**src/rtl/arith_pkg.sv**
```systemverilog
// Shared arithmetic-library package: serial FSM state encoding and default operand width.
package arith_pkg;

    localparam int ARITH_W = 4;

    typedef enum logic [1:0] {
        IDLE = 2'd0,
        RUN  = 2'd1,
        DONE = 2'd2
    } state_e;

endpackage

```
**src/rtl/full_subtractor.sv**
```systemverilog
// One-bit full subtractor: d = x - y - bin, with borrow-out.
module full_subtractor (
    input  logic x,
    input  logic y,
    input  logic bin,
    output logic d,
    output logic bout
);

    assign d    = x ^ y ^ bin;
    assign bout = (~x & y) | (~(x ^ y) & bin);

endmodule

```
**src/rtl/serial_subtractor.sv**
```systemverilog
// Bit-serial a - b - bin, LSB first through one full_subtractor cell, start/done handshake.
// Optional signed-overflow output is enabled by defining SERSUB_OVF_EN.
module serial_subtractor
    import arith_pkg::*;
#(
    parameter int WIDTH = ARITH_W
) (
    input  logic             clk,
    input  logic             rst_n,
    input  logic             start,
    input  logic [WIDTH-1:0] a,
    input  logic [WIDTH-1:0] b,
    input  logic             bin,
    output logic             busy,
    output logic             done,
    output logic [WIDTH-1:0] diff,
    output logic             bout
`ifdef SERSUB_OVF_EN
    ,
    output logic             ovf
`endif
);

    localparam int CNT_W = $clog2(WIDTH) + 1;
    localparam logic [CNT_W-1:0] LAST_BIT = CNT_W'(WIDTH - 1);

    state_e           state_q, state_d;
    logic [CNT_W-1:0] cnt_q, cnt_d;
    logic [WIDTH-1:0] a_sh_q, a_sh_d;
    logic [WIDTH-1:0] b_sh_q, b_sh_d;
    logic [WIDTH-1:0] r_sh_q, r_sh_d;
    logic             w_q, w_d;
    logic [WIDTH-1:0] diff_q, diff_d;
    logic             bout_q, bout_d;
    logic             done_q, done_d;
`ifdef SERSUB_OVF_EN
    logic             msb_bin_q, msb_bin_d;
    logic             ovf_q, ovf_d;
`endif

    logic cell_d;
    logic cell_bout;

    full_subtractor u_cell (
        .x    (a_sh_q[0]),
        .y    (b_sh_q[0]),
        .bin  (w_q),
        .d    (cell_d),
        .bout (cell_bout)
    );

    always_comb begin
        state_d = state_q;
        cnt_d   = cnt_q;
        a_sh_d  = a_sh_q;
        b_sh_d  = b_sh_q;
        r_sh_d  = r_sh_q;
        w_d     = w_q;
        diff_d  = diff_q;
        bout_d  = bout_q;
        done_d  = 1'b0;
`ifdef SERSUB_OVF_EN
        msb_bin_d = msb_bin_q;
        ovf_d     = ovf_q;
`endif
        case (state_q)
            IDLE: begin
                if (start) begin
                    a_sh_d  = a;
                    b_sh_d  = b;
                    w_d     = bin;
                    r_sh_d  = '0;
                    cnt_d   = '0;
                    state_d = RUN;
                end
            end
            RUN: begin
                // Result bits enter at the MSB so the LSB lands at bit 0 after WIDTH shifts.
                a_sh_d = a_sh_q >> 1;
                b_sh_d = b_sh_q >> 1;
                r_sh_d = (r_sh_q >> 1) | (WIDTH'(cell_d) << (WIDTH - 1));
                w_d    = cell_bout;
                cnt_d  = cnt_q + CNT_W'(1);
                if (cnt_q == LAST_BIT) begin
                    state_d = DONE;
`ifdef SERSUB_OVF_EN
                    msb_bin_d = w_q;
`endif
                end
            end
            DONE: begin
                done_d  = 1'b1;
                diff_d  = r_sh_q;
                bout_d  = w_q;
`ifdef SERSUB_OVF_EN
                ovf_d   = msb_bin_q ^ w_q;
`endif
                state_d = IDLE;
            end
            default: state_d = IDLE;
        endcase
    end

    always_ff @(posedge clk or negedge rst_n) begin
        if (!rst_n) begin
            state_q <= IDLE;
            cnt_q   <= '0;
            a_sh_q  <= '0;
            b_sh_q  <= '0;
            r_sh_q  <= '0;
            w_q     <= 1'b0;
            diff_q  <= '0;
            bout_q  <= 1'b0;
            done_q  <= 1'b0;
`ifdef SERSUB_OVF_EN
            msb_bin_q <= 1'b0;
            ovf_q     <= 1'b0;
`endif
        end else begin
            state_q <= state_d;
            cnt_q   <= cnt_d;
            a_sh_q  <= a_sh_d;
            b_sh_q  <= b_sh_d;
            r_sh_q  <= r_sh_d;
            w_q     <= w_d;
            diff_q  <= diff_d;
            bout_q  <= bout_d;
            done_q  <= done_d;
`ifdef SERSUB_OVF_EN
            msb_bin_q <= msb_bin_d;
            ovf_q     <= ovf_d;
`endif
        end
    end

    assign busy = (state_q != IDLE);
    assign done = done_q;
    assign diff = diff_q;
    assign bout = bout_q;
`ifdef SERSUB_OVF_EN
    assign ovf  = ovf_q;
`endif

endmodule

```
**config.mk**
```make
export PLATFORM = sky130hd
export DESIGN_NAME = serial_subtractor
export DESIGN_NICKNAME = d
export VERILOG_FILES = /design/src/rtl/arith_pkg.sv /design/src/rtl/full_subtractor.sv /design/src/rtl/serial_subtractor.sv
export SDC_FILE = /design/constraint.sdc
export NUM_CORES = 1
export LEC_CHECK = 0
export ABC_AREA = 1
export CAP_MARGIN = 20
export CORE_ASPECT_RATIO = 0.9
export CORE_MARGIN = 2
export CORE_UTILIZATION = 40
export DETAILED_ROUTE_END_ITERATION = 16
export SYNTH_ARGS = -nofsm -noshare
export SYNTH_HDL_FRONTEND = slang
export SYNTH_SLANG_ARGS = --single-unit
```
**constraint.sdc**
```tcl
create_clock -name clk -period 2.8 [get_ports clk]
set_input_delay 0.28 -clock clk [delete_from_list [all_inputs] [get_ports clk]]
set_output_delay 0.28 -clock clk [all_outputs]
set_load 0.02 [all_outputs]
```
-- Yosys cells after proc, flatten, opt, wreduce, memory -nomap -nowiden
Index checks and enable logic that the tools add are counted.
- flip-flop bits (word level): 24
- input bits: 12
- output and inout port bits: 7
- word-level logic and storage cells: 42
- add/sub/neg operators: 1
- equality and inequality tests: 5
- multiplexer cells: 14
- bitwise logic cells: 8
- reductions and logical operators: 5
- operators by type and width (cell ; number):
    $pmux 4 s2 ; 3
    $mux 4 ; 3
    $pmux 3 s2 ; 1
    $mux 2 ; 2
    $ne 2x2->1 const B ; 2
    $or 3x4->4 ; 1
    $pmux 2 s2 ; 1
    $reduce_and 2->1 ; 2
    $reduce_bool 2->1 ; 2
    $add 3x1->3 const B ; 1
    $eq 3x2->1 const B ; 1
    $mux 3 ; 1
    $and 1x1->1 ; 2
    $eq 2x1->1 const B ; 1
    $eq 2x2->1 const B ; 1
    $logic_not 2->1 ; 1
    $mux 1 ; 2
    $not 1->1 ; 2
    $pmux 1 s2 ; 1
    $xor 1x1->1 ; 2
    $or 1x1->1 ; 1

-- Depth between registers and ports, before layout
- depth after elaboration: 5
- mapped depth: 6
- mapped depth without buffers: 5

-- By module
From an unflattened synthesis, not the netlist that was laid out.
- cells, all modules: 130
- area, all modules: 1111.1 um^2
- by module, submodules not included (module ; instances ; cells each ; area each (um^2) ; sequential area each (um^2)):
    serial_subtractor ; 1 ; 126 ; 1079.8 ; 600.6
    full_subtractor ; 1 ; 4 ; 31.3 ; 0.0

-- Least setup slack after synthesis
OpenSTA, ideal clock, no wires.
- kind: register to output
- from: register state_q[0]
- to: output port busy
- arrival: 0.861 ns
- data required time: 2.520 ns
- slack: 1.659 ns
- cell stages (with the launch flop): 4
- buffers on the path: 1
- cell sequence: dfrtp_1 buf_2 nor2_1 inv_1
- longest elaborated chain between the ends: 1
- ends and longest elaborated chain (item ; line ; RTL):
    start: declaration ; serial_subtractor.sv:27 ; state_e state_q, state_d;
    start signal: assignment ; serial_subtractor.sv:120 ; state_q <= state_d;
    $reduce_bool 2->1 ; serial_subtractor.sv:136 ; assign busy = (state_q != IDLE);
    end: declaration ; serial_subtractor.sv:14 ; output logic busy,
No other way between the ends.

-- Worst setup path in the final report
Ends and elaborated chain as after synthesis.

==> metrics <==
Mapped Avg Cell Area 8.64 um^2; Top Ports 19; Pleak 0.705 nW; Place WS 1.12 ns; most common cell after layout, fill and taps aside nand2_1; placed instance area 1310 um^2; post-route ant nets 0; register area share after synthesis 0.543; Rel. slew slack 0.703; most frequent cells in the layout nand2_1 (43), dfrtp_1 (24), inv_1 (23), clkdlybuf4s50_1 (18); Total Nets Final 164; CP Data Required Time 2.52 ns; die area 3200 um^2; crit share post-route 0.728; post-synth net total 143; status complete, no violations; total CTS buffers 3; Iteration-0 DRC Markers 15; max-slew violations 0; slack of the worst reg-to-reg path 1.51 ns; DP HPWL 1340 um; # Max-Cap Violations 0; number of antenna violations at the first check in global routing 0; Worst VDD drop 0.000321 V; core area 2680 um^2; GR Util All Layers 0.142; setup TNS 0 ns; GRT met1 Usage 0.168; GRT overflow 0; Clock Path Buffers 2; filler cell count in the final layout 268; gr busiest metal met2; CTS Hold Bufs 0; Die Y 53.9 um; RSZ-0062 raised after global routing false; Max Clock Freq 490 MHz; largest net degree at the start of global routing 25; H-tree Lvls 1; Die Width 59.4 um; routability cong. 0.741; Resized Gates After CTS 0; first-pass GRT wire length 3270 um; RR Endpoint cnt_q[0]$_DFFE_PN0P_; Port Buf Inserts 18; diodes inserted 0; met3 GRT Util 0.0313; row cnt 18; Min-Delay Path Class input port to async pin; fin area 1350 um^2; drt wl/cell 10.6 um; layout cell share with drive strength beyond 1 0.0878; crit path time final 2.04 ns; Reg2Reg Launch Point state_q[0]$_DFFE_PN0P_; TritonCTS clock tree built; R2R depth 4; Crit path arrival time 1.76 ns; Pre-antenna DRT Iters 5; Power Dens Cells 1040 nW/um^2; Worst-path clk slew 0.13 ns; Via Count 822; area of the mapped netlist 1110 um^2; number of register bits inferred by synthesis 24; Worst setup SP type flop; Vias/cell 4.62; Worst setup EP type output pin; Final Hold Violating Endpoints 0; post-synth cell types 16; initial core utilization 0.413; worst skew pair latency 0.32 ns; peak fanout along the critical path 13; crit path kind flop to output pin; post-CTS setup buffers 0; DRC viols 0; area delta synth->final 21.7%; Syn Inst Count 128; overall routed net length 1890 um; clk_skew 0.00346 ns; setup violators final 0; Setup WS post-layout 0.761 ns; clk sinks 24; clock root buffer clkbuf_4; grt met2 use 0.238; worst-margin pin slew 0.445 ns; vias in the first global route 735; Ys Warns 0
==> layer usage <==
metal	share of wire	up-vias
met5	0	-
met4	0.024	0
met3	0.051	5
met2	0.45	21
met1	0.47	369
li1	-	427
==> synth_stat cells <==
cell,count,area [um^2]
nand2_1,43,161
dfrtp_1,24,601
inv_1,23,86.3
nand3_1,10,50.1
o21ai_0,10,50.1
nor2_1,3,11.3
o21ai_2,3,26.3
buf_2,2,10.0
ha_1,2,25.0
nand2_4,2,22.5
a21oi_1,1,5.00
a21oi_4,1,16.3
buf_6,1,11.3
fa_1,1,20.0
inv_2,1,3.75
nor2_2,1,6.26
==> flip-flops by register name, summed over array words and instances, names as in the netlist <==
| register | flops |
|---|---|
| state_q | 2 |
| done | 1 |
| diff | 4 |
| cnt_q | 3 |
| a_sh_q | 4 |
| bout | 1 |
| w_q | 1 |
| b_sh_q | 4 |
| r_sh_q | 4 |
==> area by class of cell <==
| type | count | area (um^2) | area share |
|---|---|---|---|
| timing repair buffer | 19 | 188 | 0.139 |
| multi-input combinational | 77 | 394 | 0.293 |
| sequential | 24 | 601 | 0.446 |
| clock buffer | 4 | 36.3 | 0.0270 |
| tap | 30 | 37.5 | 0.0279 |
| inverter | 24 | 90.1 | 0.0669 |
==> how the worst max path moves through the flow <==
| stage | startpoint | end | cells past startpoint |
|---|---|---|---|
| 2_1_floorplan | state_q[0]$_DFFE_PN0P_ | busy | 3 |
| 3_3_place_gp | state_q[0]$_DFFE_PN0P_ | busy | 3 |
| 3_5_place_dp | state_q[0]$_DFFE_PN0P_ | busy | 3 |
| 4_1_cts | state_q[0]$_DFFE_PN0P_ | busy | 3 |
| 5_1_grt | state_q[0]$_DFFE_PN0P_ | busy | 3 |
| 6_report | state_q[0]$_DFFE_PN0P_ | busy | 3 |
==> power by group <==
| group | internal (mW) | switching [mW] | leakage [nW] |
|---|---|---|---|
| sequential | 0.494 | 0.102 | 0.305 |
| combinational | 0.258 | 0.366 | 0.380 |
| clock | 0.0796 | 0.105 | 0.0210 |
==> cells by family after synthesis <==
logic type	Yosys count	synth area share
flops	24	0.543
fa+ha+maj	3	0.0407
compound gates	15	0.0882
simple gates	59	0.227
buf+inv	27	0.101
==> critical path: stages (launching register included) <==
cell and delay [ns]:
dfrtp_1 0.64, nor2_1 0.13, inv_1 0.08, clkdlybuf4s50_1 0.59
==> per-stage QoR <==
step / hold WS [ns] / utilization / total power [mW] / cells
floorplan: -0.0156 / - / 1.05 / 128
global placement: 0.460 / 0.489 / 1.22 / 174
detailed placement: 0.469 / 0.489 / 1.24 / 174
CTS: 0.304 / 0.502 / 1.43 / 178
global route: 0.306 / 0.502 / 1.55 / 178
finish: 0.292 / 0.502 / 1.40 / 178
No activity file was read; power rests on OpenSTA's default activity.
